### src/rtl/mpu_frame_tx.sv
// MPU response frame transmitter.
// Streams header (MAC DST/SRC, EtherType, type, rows, cols), the optional result
// matrix payload (big-endian elements, row-major) and zero padding up to MIN_FRAME
// bytes over a valid/ready byte interface. The MAC appends the FCS.
module mpu_frame_tx #(
  parameter int unsigned ACC_SIZE    = 24,
  parameter int unsigned MATRIX_SIZE = 10,
  parameter logic [47:0] MAC_SRC     = 48'h5044332211EE,
  parameter logic [47:0] MAC_DST     = 48'hDC0EA1F0573B,
  parameter logic [15:0] ETHERTYPE   = 16'h88B5,
  parameter int unsigned MIN_FRAME   = 60
) (
  input  logic                clk,
  input  logic                rst,
  input  logic                start,
  input  logic [2:0]          frame_type,
  input  logic [7:0]          rows,
  input  logic [7:0]          cols,
  output logic                busy,
  output logic                done,
  input  logic [ACC_SIZE-1:0] data_in,
  input  logic                data_valid,
  output logic                data_ready,
  output logic [7:0]          tx_data,
  output logic                tx_valid,
  input  logic                tx_ready,
  output logic                tx_last
);

  localparam int unsigned NB      = ACC_SIZE / 8;
  localparam int unsigned SHW     = $clog2(NB + 1);
  localparam int unsigned HDR_LEN = 17;

  // Frame type codes: 0 none, 1 data, 2 bad command, 3 bad dimensions, 4 bad frame.
  localparam logic [2:0] FRAME_NONE    = 3'd0;
  localparam logic [2:0] FRAME_DATA    = 3'd1;
  localparam logic [2:0] FRAME_ERR_DIM = 3'd3;

  typedef enum logic [1:0] {S_IDLE, S_HEADER, S_PAYLOAD, S_PAD} state_e;

  state_e                state_q, state_d;
  logic [2:0]            ftype_q, ftype_d;
  logic [7:0]            rows_q, rows_d;
  logic [7:0]            cols_q, cols_d;
  logic [6:0]            total_q, total_d;
  logic [6:0]            elem_cnt_q, elem_cnt_d;
  logic [8:0]            byte_cnt_q, byte_cnt_d;
  logic [ACC_SIZE-1:0]   shreg_q, shreg_d;
  logic [SHW-1:0]        sh_cnt_q, sh_cnt_d;
  logic [7:0]            tx_data_q, tx_data_d;
  logic                  tx_valid_q, tx_valid_d;
  logic                  tx_last_q, tx_last_d;
  logic                  busy_q, busy_d;
  logic                  done_q, done_d;
  logic                  data_ready_q, data_ready_d;

  logic [HDR_LEN*8-1:0]  hdr_vec;
  logic [7:0]            hdr_byte;
  logic                  dim_ok;
  logic                  tx_hs, tx_free, data_hs, fin;

  assign busy       = busy_q;
  assign done       = done_q;
  assign data_ready = data_ready_q;
  assign tx_data    = tx_data_q;
  assign tx_valid   = tx_valid_q;
  assign tx_last    = tx_last_q;

  // Header byte selected by the byte counter (byte 0 is loaded directly at start).
  always_comb begin
    hdr_vec  = {MAC_DST, MAC_SRC, ETHERTYPE, 5'b0, ftype_q, rows_q, cols_q};
    hdr_byte = '0;
    for (int unsigned i = 0; i < HDR_LEN; i++) begin
      if (byte_cnt_q == 9'(i)) hdr_byte = hdr_vec[(HDR_LEN-1-i)*8 +: 8];
    end
  end

  // Frame sequencing, output byte register and element shift register.
  always_comb begin
    state_d    = state_q;
    ftype_d    = ftype_q;
    rows_d     = rows_q;
    cols_d     = cols_q;
    total_d    = total_q;
    elem_cnt_d = elem_cnt_q;
    byte_cnt_d = byte_cnt_q;
    shreg_d    = shreg_q;
    sh_cnt_d   = sh_cnt_q;
    tx_data_d  = tx_data_q;
    tx_valid_d = tx_valid_q;
    tx_last_d  = tx_last_q;
    busy_d     = busy_q;
    done_d     = 1'b0;
    fin        = 1'b0;

    tx_hs   = tx_valid_q && tx_ready;
    tx_free = !tx_valid_q || tx_ready;
    data_hs = data_valid && data_ready_q;
    dim_ok  = (rows != 8'd0) && (rows <= 8'(MATRIX_SIZE)) &&
              (cols != 8'd0) && (cols <= 8'(MATRIX_SIZE));

    if (tx_hs && tx_last_q) begin
      state_d    = S_IDLE;
      tx_valid_d = 1'b0;
      tx_last_d  = 1'b0;
      tx_data_d  = '0;
      busy_d     = 1'b0;
      done_d     = 1'b1;
    end else begin
      case (state_q)
        S_IDLE: begin
          if (start && frame_type != FRAME_NONE) begin
            state_d    = S_HEADER;
            busy_d     = 1'b1;
            elem_cnt_d = '0;
            sh_cnt_d   = '0;
            byte_cnt_d = 9'd1;
            tx_data_d  = MAC_DST[47:40];
            tx_valid_d = 1'b1;
            tx_last_d  = 1'b0;
            if (frame_type == FRAME_DATA && dim_ok) begin
              ftype_d = FRAME_DATA;
              rows_d  = rows;
              cols_d  = cols;
              total_d = 7'(rows * cols);
            end else begin
              ftype_d = (frame_type == FRAME_DATA) ? FRAME_ERR_DIM : frame_type;
              rows_d  = '0;
              cols_d  = '0;
              total_d = '0;
            end
          end
        end

        S_HEADER: begin
          if (tx_hs) begin
            if (byte_cnt_q < 9'(HDR_LEN)) begin
              tx_data_d  = hdr_byte;
              byte_cnt_d = byte_cnt_q + 9'd1;
              tx_last_d  = (byte_cnt_q == 9'(HDR_LEN-1)) && (ftype_q != FRAME_DATA) &&
                           (HDR_LEN >= MIN_FRAME);
            end else if (ftype_q == FRAME_DATA) begin
              state_d    = S_PAYLOAD;
              tx_valid_d = 1'b0;
            end else begin
              state_d    = S_PAD;
              tx_data_d  = '0;
              byte_cnt_d = byte_cnt_q + 9'd1;
              tx_last_d  = (byte_cnt_q >= 9'(MIN_FRAME-1));
            end
          end
        end

        S_PAYLOAD: begin
          if (tx_free) begin
            if (sh_cnt_q != '0) begin
              tx_data_d  = shreg_q[ACC_SIZE-1 -: 8];
              shreg_d    = shreg_q << 8;
              sh_cnt_d   = sh_cnt_q - SHW'(1);
              fin        = (elem_cnt_q == total_q) && (sh_cnt_q == SHW'(1));
              tx_valid_d = 1'b1;
              byte_cnt_d = byte_cnt_q + 9'd1;
              tx_last_d  = fin && (byte_cnt_q >= 9'(MIN_FRAME-1));
            end else if (data_hs) begin
              // Output register is free: first byte bypasses the shift register so
              // back-to-back elements stream without a bubble.
              tx_data_d  = data_in[ACC_SIZE-1 -: 8];
              shreg_d    = data_in << 8;
              sh_cnt_d   = SHW'(NB - 1);
              elem_cnt_d = elem_cnt_q + 7'd1;
              fin        = (elem_cnt_q + 7'd1 == total_q) && (NB == 1);
              tx_valid_d = 1'b1;
              byte_cnt_d = byte_cnt_q + 9'd1;
              tx_last_d  = fin && (byte_cnt_q >= 9'(MIN_FRAME-1));
            end else if (elem_cnt_q == total_q && tx_valid_q) begin
              state_d    = S_PAD;
              tx_data_d  = '0;
              byte_cnt_d = byte_cnt_q + 9'd1;
              tx_last_d  = (byte_cnt_q >= 9'(MIN_FRAME-1));
            end else begin
              tx_valid_d = 1'b0;
            end
          end else if (data_hs) begin
            shreg_d    = data_in;
            sh_cnt_d   = SHW'(NB);
            elem_cnt_d = elem_cnt_q + 7'd1;
          end
        end

        S_PAD: begin
          if (tx_hs) begin
            tx_data_d  = '0;
            byte_cnt_d = byte_cnt_q + 9'd1;
            tx_last_d  = (byte_cnt_q >= 9'(MIN_FRAME-1));
          end
        end

        default: state_d = S_IDLE;
      endcase
    end

    data_ready_d = (state_d == S_PAYLOAD) && (sh_cnt_d == '0) && (elem_cnt_d != total_d);
  end

  // State and output registers; reset abandons any frame in flight.
  always_ff @(posedge clk or posedge rst) begin
    if (rst) begin
      state_q      <= S_IDLE;
      ftype_q      <= '0;
      rows_q       <= '0;
      cols_q       <= '0;
      total_q      <= '0;
      elem_cnt_q   <= '0;
      byte_cnt_q   <= '0;
      shreg_q      <= '0;
      sh_cnt_q     <= '0;
      tx_data_q    <= '0;
      tx_valid_q   <= 1'b0;
      tx_last_q    <= 1'b0;
      busy_q       <= 1'b0;
      done_q       <= 1'b0;
      data_ready_q <= 1'b0;
    end else begin
      state_q      <= state_d;
      ftype_q      <= ftype_d;
      rows_q       <= rows_d;
      cols_q       <= cols_d;
      total_q      <= total_d;
      elem_cnt_q   <= elem_cnt_d;
      byte_cnt_q   <= byte_cnt_d;
      shreg_q      <= shreg_d;
      sh_cnt_q     <= sh_cnt_d;
      tx_data_q    <= tx_data_d;
      tx_valid_q   <= tx_valid_d;
      tx_last_q    <= tx_last_d;
      busy_q       <= busy_d;
      done_q       <= done_d;
      data_ready_q <= data_ready_d;
    end
  end

endmodule

### config.mk
export PLATFORM = sky130hd
export DESIGN_NAME = mpu_frame_tx
export DESIGN_NICKNAME = d
export VERILOG_FILES = /design/src/rtl/mpu_frame_tx.sv
export SDC_FILE = /design/constraint.sdc
export NUM_CORES = 1
export LEC_CHECK = 0
export ABC_CLOCK_PERIOD_IN_PS = 5900
export CAP_MARGIN = 20
export CORE_MARGIN = 2
export CORE_UTILIZATION = 35
export DETAILED_ROUTE_END_ITERATION = 12
export PLACE_DENSITY_LB_ADDON = 0.1
export SETUP_SLACK_MARGIN = 0.1
export SLEW_MARGIN = 0
export SYNTH_ARGS = -nofsm -noshare
export SYNTH_HDL_FRONTEND = slang
export SYNTH_SLANG_ARGS = --single-unit
### constraint.sdc
create_clock -name clk -period 5.9 [get_ports clk]
set_input_delay 0.59 -clock clk [delete_from_list [all_inputs] [get_ports clk]]
set_output_delay 0.59 -clock clk [all_outputs]
set_load 0.01 [all_outputs]
Word level (Yosys, flattened, before mapping)
Index checks and enable logic that the tools add are counted.
{"block": "totals", "ff_bits": 83}
{"block": "classes", "eq_ne": 40, "addsub": 3, "n_reduce_logical": 33, "mux": 97, "multipliers": 1, "n_bitwise": 1, "order_cmp": 4}
{"operator": "two-way mux 8 bit", "n": 29}
{"operator": "two-way mux 24 bit", "n": 4}
{"operator": "two-way mux 9 bit", "n": 9}
{"operator": "equality test 9 x 4 -> 1 bit, second input constant", "n": 8}
{"operator": "two-way mux 7 bit", "n": 9}
{"operator": "equality test 9 x 3 -> 1 bit, second input constant", "n": 4}
{"operator": "case mux 9 bit (4 select lines)", "n": 1}
{"operator": "case mux 8 bit (4 select lines)", "n": 1}
{"operator": "two-way mux 2 bit", "n": 14}
{"operator": "two-way mux 1 bit", "n": 23}
{"operator": "inequality test 3 bit, second input constant", "n": 7}
{"operator": "equality test 9 x 2 -> 1 bit, second input constant", "n": 2}
{"operator": "<= comparator 8 x 4 -> 1 bit, second input constant", "n": 2}
{"operator": "nonzero test 8 bit", "n": 2}
{"operator": "case mux 7 bit (2 select lines)", "n": 1}
{"operator": "AND reduction 7 bit", "n": 2}
{"operator": "logical AND 1 bit", "n": 13}
{"operator": "inequality test 5 bit, second input constant", "n": 2}
{"operator": "nonzero test 2 bit", "n": 5}
{"operator": "adder 9 x 1 -> 9 bit, second input constant", "n": 1}
{"operator": "equality test 9 x 1 -> 1 bit, second input constant", "n": 1}
{"operator": "equality test 9 x 5 -> 1 bit, second input constant", "n": 1}
{"operator": "greater-or-equal comparator 9 x 6 -> 1 bit, second input constant", "n": 1}
{"operator": "logical NOT 9 bit", "n": 1}
{"operator": "other kinds (26)", "n": 36}

Logic depth before layout (Yosys ltp)
Gate-level depths: netlist of run 1.
{"block": "depth", "depth_word": 22, "ltp_mapped": 15, "depth_no_buf": 14}

Least setup slack after synthesis of run 1
OpenSTA, ideal clock, no wires.
{"block": "synth_timing", "path_type": "in2reg", "start": "input cols[1]", "end": "register data_ready_q (netlist: data_ready)", "path_buffers": 1, "path_stages": 13, "t_arrival_ns": 3.791, "path_slack_ns": 1.976, "setup_time_ns": 0.133, "path_cell_list": "clkbuf_1 -> nand2_1 -> fa_1 -> inv_1 -> ha_1 -> fa_1 -> fa_1 -> ha_1 -> xnor2_1 -> a22o_1 -> xor2_1 -> nor4_1 -> a31oi_1"}
{"block": "synth_between", "elab_chain_cells": 10, "elab_cells_between_ends": 12, "classes_between": "mul: 1; order compare: 1; eq/ne: 1; mux: 4; reduce/logical: 5"}
{"element": "start, declared", "line_no": "18", "text": "input logic [7:0] cols,"}
{"element": "branches (longest 4 deep; another with multiplier 8 x 8 -> 7 bit)"}
{"element": "two-way mux 7 bit (*)", "line_no": "121", "text": "if (frame_type == FRAME_DATA && dim_ok) begin"}
{"element": "two-way mux 7 bit (*)", "line_no": "112", "text": "if (start && frame_type != FRAME_NONE) begin"}
{"element": "two-way mux 7 bit (*)", "line_no": "110", "text": "case (state_q)"}
{"element": "two-way mux 7 bit (*)", "line_no": "102", "text": "if (tx_hs && tx_last_q) begin"}
{"element": "named net total_d[5]", "line_no": "45", "text": "logic [6:0] total_q, total_d;"}
{"element": "inequality test 7 bit (*)", "line_no": "202", "text": "data_ready_d = (state_d == S_PAYLOAD) && (sh_cnt_d == '0) && (elem_cnt_d != total_d);"}
{"element": "logical AND 1 bit (*)", "line_no": "202"}
{"element": "named net data_ready_d", "line_no": "55", "text": "logic data_ready_q, data_ready_d;"}
{"element": "end signal, assigned", "line_no": "238", "text": "data_ready_q <= data_ready_d;"}
{"element": "end, declared", "line_no": "55"}
Mark *: on every way through the listed nets, which the timed path passes.
A chain may end at the register's enable or synchronous reset.

Worst setup path after layout of run 1
{"block": "layout_timing", "start": "input rows[2]", "end": "register data_ready_q (netlist: data_ready)"}
{"block": "layout_between", "elab_chain_cells": 11, "elab_cells_between_ends": 13, "classes_between": "mul: 1; order compare: 1; eq/ne: 1; mux: 4; reduce/logical: 6"}
{"element": "start, declared", "line_no": "17", "text": "input logic [7:0] rows,"}
{"element": "branches (longest 5 deep; another with multiplier 8 x 8 -> 7 bit)"}
{"element": "two-way mux 7 bit (*)", "line_no": "121"}
{"element": "two-way mux 7 bit (*)", "line_no": "112"}
{"element": "two-way mux 7 bit (*)", "line_no": "110"}
{"element": "two-way mux 7 bit (*)", "line_no": "102"}
{"element": "named net total_d[6]", "line_no": "45"}
{"element": "inequality test 7 bit (*)", "line_no": "202"}
{"element": "logical AND 1 bit (*)", "line_no": "202"}
{"element": "named net data_ready_d", "line_no": "55"}
Marked as above.

==> summary.txt, run 1 <==
Timing
  – Least-Margin Pin Slew: about 1.0 ns
  – Max_slew headroom: between 30% and 40%
  – Worst clock skew: 0.00617 ns
  – Max frequency: ~230 MHz
  – Hold Fails Final Rpt: 0
  – Hold_ws: 0.473 ns
  – Setup ws final: approximately 1.6 ns
  – Slew Viols, Final: 0
  – Unrepaired setup endpoints after global routing: no
  – Post-layout min period: 4.29 ns
  – Setup violations, final: 0
  – Final period util: 72.8%
  – Setup TNS: 0 ns

Setup path
  – CP required: just over 6 ns
  – Crit. End Element: register
  – CP max FO: 8
  – Arr. time, crit path: roughly 4.5 ns
  – Crit Path Class: input pin to register
  – Worst R2R Path Depth: 8
  – Worst R2R Setup Slack: around 2.9 ns
  – Worst flop-to-flop path startpoint: state_q[0]$_DFF_PP0_
  – FF-to-FF End: data_ready$_DFF_PP0_
  – Critical path launch point type: input pin

Clock tree
  – Number of clock sinks: 83
  – Clk buf depth: 2
  – Root Buffer: clkbuf_16
  – CTS tree: built
  – Worst-path clk slew: about 0.060 ns
  – Latest clock arrival within the worst-skew pair: about 0.34 ns
  – Hold buffer count at cts: 0
  – Post-CTS Setup Bufs: 0
  – # H-tree levels: 3
  – Total CTS buffers: 9
  – Post-cts resize count: 0

Route
  – DR vias: ~5000
  – DR iter-0 viols: about 350
  – Wire per inst: approximately 17 um
  – DR DRC count: 0
  – 1st-pass router iterations: 5
  – Drt via density: approximately 5.4
  – Detail Route Antenna Nets: 0
  – Final WL: approximately 16 mm

Final layout
  – Area of the multi-input gates: 3360 um2
  – Layout cell share with drive strength beyond 1: between 5 and 6%
  – Layout fillers: 1577
  – Area growth, synth to finish: 18.6%
  – Finished Cell Area: 6720 um2
  – Post-layout net count: ~780
  – # diodes: 0
  – Commonest cells after routing, fill and taps aside: nand2_1, dfrtp_1, a21oi_1
  – Most common cell after layout, fill and taps aside: nand2_1
  – Core Util, Final: between 40% and 50%
  – Sequential cell area: between 2000 and 2500 um2
  – Final instance count without filler cells: between 900 and 1000

Yosys
  – Register area share after synthesis: 36.7%
  – Post-Syn Instances: 671
  – Cell Area, Synth: about 5700 um2
  – FF+latch count, synth: 83
  – YS warnings: 0
  – Synthesized netlist net count: approximately 750
  – Async set-reset flop share out of synthesis: between 90% and 100%
  – Top_reg_cell synth: dfrtp_1
  – EDFF count, synth: 0
  – Synth unique cells: 64
  – Synthesized area per cell: between 8 and 9 um2

Worst hold path
  – Hold WC Path Type: register to register
  – Depth of the worst hold-timing path: 2
  – Hold Crit Start: busy$_DFFE_PP0P_
  – Hold endpoint: busy$_DFFE_PP0P_

Die
  – Chip Width: ~130 um
  – Core area: ~16000 um2
  – Ports: 61
  – Die height: about 130 um
  – Die footprint: 17200 um2
  – Initial Utilization: a little over a third
  – Number of cell rows: 46

Place
  – Setup WS pre-CTS: 1.27 ns
  – Port-buffer cells: 60
  – Final HPWL DP: approximately 11 mm
  – Placer congestion estimate: 0.840
  – Placed Instances: 910
  – Dpl cell area: 6400 um2

Power
  – Pwr dens: 328 nW/um2
  – Total power: 2.21 mW
  – Pleak: roughly 2.9 nW
  – Maximum vdd drop: ~0.00018 V

Global routing
  – GRT Total Usage: a little under a fifth
  – First-pass GRT wire length: ~27 mm
  – Vias in the first global route: about 4900
  – Pin count of the biggest net entering global routing: 69
  – Antenna violations before repair: 0
  – Grt ovf: 0

Run status
  – Run status: complete, no violations

Job
  – Max-Cap Viols: 0
[report_power, final]
| group | switching (mW) | internal [mW] | total (mW) | leakage [nW] |
|---|---|---|---|---|
| clock network | 0.243 | 0.340 | 0.583 | 0.148 |
| logic | 0.536 | 0.385 | 0.921 | 1.65 |
| registers | 0.0785 | 0.623 | 0.701 | 1.13 |
| total | 0.858 | 1.35 | 2.21 | 2.93 |
[cell usage after synthesis (all sizes together), types with 3 or more instances]
library cell  count  area [um2]
a211oi            5        37.5
a21o              7        52.6
a21oi            63         319
a221oi            3        26.3
a22o             31         272
a22oi             3        22.5
a31oi            10        62.6
a32o              4        40.0
and2             25         156
and3              7        43.8
buf              10        53.8
clkbuf           31         116
dfrtp            83        2080
fa                7         140
ha               23         288
inv              16        60.1
mux2              3        33.8
mux2i             4        40.0
nand2           106         398
nand2b           15        93.8
nand3            11        55.1
nand4             3        18.8
nor2             47         186
nor2b             9        56.3
nor3              4        25.0
nor4              8        62.6
o211ai            4        30.0
o21ai            61         305
o31ai            10        75.1
o41ai             3        33.8
xnor2            16         140
xor2             12         105
[registers in the layout, indices dropped and copies added, names as in the netlist]
signal and flops:
shreg_q 24, byte_cnt_q 9, cols_q 8, rows_q 8, tx_data 8, elem_cnt_q 7
total_q 7, ftype_q 3, sh_cnt_q 2, state_q 2, busy 1, data_ready 1
done 1, tx_last 1, tx_valid 1
[how the worst max path moves through the flow]
stage,slack [ns],start,endpoint,cells past startpoint
2_1_floorplan,1.98,cols[1],data_ready$_DFF_PP0_,13
3_3_place_gp,1.37,rows[2],data_ready$_DFF_PP0_,14
3_5_place_dp,1.27,rows[2],data_ready$_DFF_PP0_,14
4_1_cts,1.62,rows[2],data_ready$_DFF_PP0_,14
5_1_grt,1.32,rows[2],data_ready$_DFF_PP0_,13
6_report,1.61,rows[2],data_ready$_DFF_PP0_,14
[logic make-up (layout without fill, tap and decap cells)]
kind of cell | count (synthesis) | in the layout | synth area share (%)
xor+xnor | 28 | 28 | 4.33
simple gates | 246 | 246 | 21.1
flops | 83 | 83 | 36.7
buf+inv | 57 | 97 | 4.07
mux | 7 | 7 | 1.30
compound gates | 220 | 220 | 25.0
fa+ha+maj | 30 | 30 | 7.56
[worst max-delay path, stage by stage]
cell and delay [ns]:
clkdlybuf4s50_1 0.63, nand2_1 0.13, fa_1 0.54, inv_1 0.04, ha_1 0.30, fa_1 0.52, fa_1 0.51, ha_1 0.33
a21oi_1 0.17, xnor2_1 0.15, xnor2_1 0.16, a22o_1 0.20, xnor2_1 0.14, a31oi_1 0.11
[layer usage]
metal  routed length, um  vias up  GRT usage (%)  part of all wire, %
li1                    -     2459              -                    -
met1                8080     2428           28.2                   51
met2                6850      107           28.2                   44
met3                 549       18           3.09                  3.5
met4                 246        0           5.74                  1.6
met5                   0        -              0                    0
[layout make-up]
cell class | count | share of cell area, %
clock buffer | 10 | 3.56
clock inverter | 6 | 0.969
inverter | 16 | 0.913
multi-input combinational | 531 | 50.0
sequential | 83 | 30.9
tap | 216 | 4.02
timing repair buffer | 65 | 9.61
Note: power is estimated with default switching activity, not from simulation.
==> run 2, diff against run 1 <==
ABC_CLOCK_PERIOD_IN_PS = 4000   (was 5900)
clock period = 4 ns   (was 5.9 ns; I/O delays follow)
==> summary.txt, run 2 (synthesis results as in run 1) <==
Setup path
  – CP Buf/Inv Count: 2
  – CP Cell Sequence: clkdlybuf4s50_1, nand2_2, fa_1, inv_1, ha_1, ha_1, fa_1, ha_4, a21o_1, a21oi_2, xnor2_1, xnor2_1, a22o_1, xnor2_1, a31oi_1
  – Crit path top cell by count: xnor2_1
  – Arr. time, crit path: about 4.0 ns
  – CP delay by family, top: adder cells
  – CP required: between 4 and 5 ns
  – Max incr delay on CP: roughly 0.54 ns
  – Critical path launch point type: input pin
  – Critical path's slowest cell: fa_1
  – Crit Path Class: input pin to register
  – CP max FO: 3
  – Crit. End Element: register

Place
  – Final HPWL DP: 11.7 mm
  – Port-buffer cells: 60
  – Placer congestion estimate: ~0.9
  – Dpl cell area: 6540 um2

Timing
  – Max_slew headroom: a little over 50%
  – Least-Margin Pin Slew: about 0.74 ns
  – Max frequency: between 200 and 300 MHz
  – Worst clock skew: around 0.0069 ns
  – Final period util: about 93%
  – Slew Viols, Final: 0
  – Unrepaired setup endpoints after global routing: no
  – Setup violations, final: 0
  – Post-layout min period: between 3 and 4 ns
  – Hold Fails Final Rpt: 0

Power
  – Total power: around 3.2 mW
  – Power share of the sequential group: roughly 32%
  – Internal power: roughly 2.0 mW
  – Sw power: 1.27 mW
  – Pleak: between 3 and 4 nW
  – Maximum vdd drop: around 0.00025 V
  – Clock power share: 24.7%
  – Pwr dens: ~470 nW/um2
  – Combinational share of power: 43.2%
  – Switching share of power: ~40%

Die
  – Ports: 61
  – Core area: between 15000 and 20000 um2
  – Die height: about 130 um
  – Initial Utilization: 35.8%
  – Number of cell rows: between 40 and 50
  – Die footprint: about 17000 um2
  – Chip Width: between 100 and 150 um

Job
  – Max-Cap Viols: 0

Clock tree
  – Total CTS buffers: 9
  – Worst-path clk slew: about 0.06 ns
  – Number of clock sinks: 83
  – Root Buffer: clkbuf_16
  – Latest clock arrival within the worst-skew pair: 0.35 ns
  – Hold buffer count at cts: 0
  – # H-tree levels: 3
  – CTS tree: built
  – Clk buf depth: 2

Global routing
  – Vias in the first global route: between 5000 and 6000
  – Pin count of the biggest net entering global routing: 53
  – Grt ovf: 0
  – GRT Total Usage: between 10% and 20%
  – Antenna violations before repair: 0
  – First-pass GRT wire length: between 20 and 30 mm

Final layout
  – Finished Cell Area: between 6000 and 7000 um2
  – Area growth, synth to finish: 21.9%
  – Layout cell share with drive strength beyond 1: 8.50%
  – Core Util, Final: a little over two fifths
  – Largest regs: shreg_q: 24 flops, byte_cnt_q: 9 flops
  – Most common cell after layout, fill and taps aside: nand2_1
  – # diodes: 0
  – Post-layout net count: 802
  – Sequential cell area: just over 2000 um2
  – Commonest cells after routing, fill and taps aside: nand2_1, dfrtp_1, a21oi_1, o21ai_0, clkdlybuf4s50_1
  – Layout fillers: ~1600
  – Top reg by flops: shreg_q
  – Largest register FFs: 24
  – Area of the multi-input gates: between 3000 and 4000 um2

Route
  – DR DRC count: 0
  – DR iter-0 viols: 403
  – DR vias: between 5000 and 6000
  – Drt via density: about 5.4
  – 1st-pass router iterations: 4
  – Final WL: ~16 mm
  – Detail Route Antenna Nets: 0
  – Wire per inst: about 17 um

Run status
  – Run status: complete, no violations

Worst hold path
  – Hold WC Path Type: input pin to async pin
## run 2: cell count changes in the layout (fill, tap and decap cells not counted), sizes merged
cell,previous run,this run
buf,5,23
clkdlybuf4s50,60,56
dlymetal6s2s,0,4
clkbuf,10,12
clkinv,5,3
bufinv,1,0
clkinvlp,1,2
## run 2: what timing repair did
item | CTS | global route
pin swaps | 1 | 5
endpoints found under the hold margin | 0 | 0
endpoints found under the setup margin | 1 | 2
setup buffers | 1 | 0
gates resized for setup | 1 | 9
## run 2: per-stage QoR
stage / std cells / setup slack [ns] / hold WS, ns / setup TNS (ns)
6_report: 945 / 0.271 / 0.303 / 0
5_1_grt: 945 / 0.0786 / 0.326 / 0
4_1_cts: 944 / 0.102 / 0.485 / 0
3_5_place_dp: 927 / -0.324 / 0.469 / -0.324
3_3_place_gp: 927 / -0.215 / 0.461 / -0.215
2_1_floorplan: 671 / 0.266 / 0.448 / 0
## run 2: worst paths after layout
check | from | end | slack (ns) | cells past startpoint
min in group clk | shreg_q[22]$_DFFE_PP0P_ | shreg_q[22]$_DFFE_PP0P_ | 0.48 | 2
max in group asynchronous | rst | total_q[6]$_DFF_PP0_ | 2.95 | 4
worst min-delay path | rst | byte_cnt_q[3]$_DFFE_PP0P_ | 0.30 | 2
worst max-delay path | rows[2] | data_ready$_DFF_PP0_ | 0.27 | 15
worst min register to register | shreg_q[22]$_DFFE_PP0P_ | shreg_q[22]$_DFFE_PP0P_ | 0.48 | 2
worst max register to register | state_q[0]$_DFF_PP0_ | data_ready$_DFF_PP0_ | 1.12 | 9
## run 2: final cells by class
cell class,count,area share [%]
multi-input combinational,531,49.2
sequential,83,30.1
timing repair buffer,83,11.8
tap,216,3.92
clock buffer,12,3.72
inverter,16,0.888
clock inverter,4,0.363
## run 2: power groups by stage
| stage | Combinational, mW | Sequential [mW] | Clock (mW) |
|---|---|---|---|
| after floorplan | 0.965 | 1.00 | 0 |
| after global placement | 1.36 | 1.05 | 0 |
| after detailed placement | 1.37 | 1.05 | 0 |
| after CTS | 1.38 | 1.04 | 0.824 |
| after global routing | 1.57 | 1.06 | 0.854 |
| final | 1.40 | 1.04 | 0.801 |
## run 2: metal layers
metal  vias up  part of all wire (%)  GRT usage (%)
li1       2492                     -              -
met2       116                    45           29.8
met4         0                   1.4           5.07
met1      2468                    50           27.6
met3        18                   4.1           3.63
met5         -                     0              0
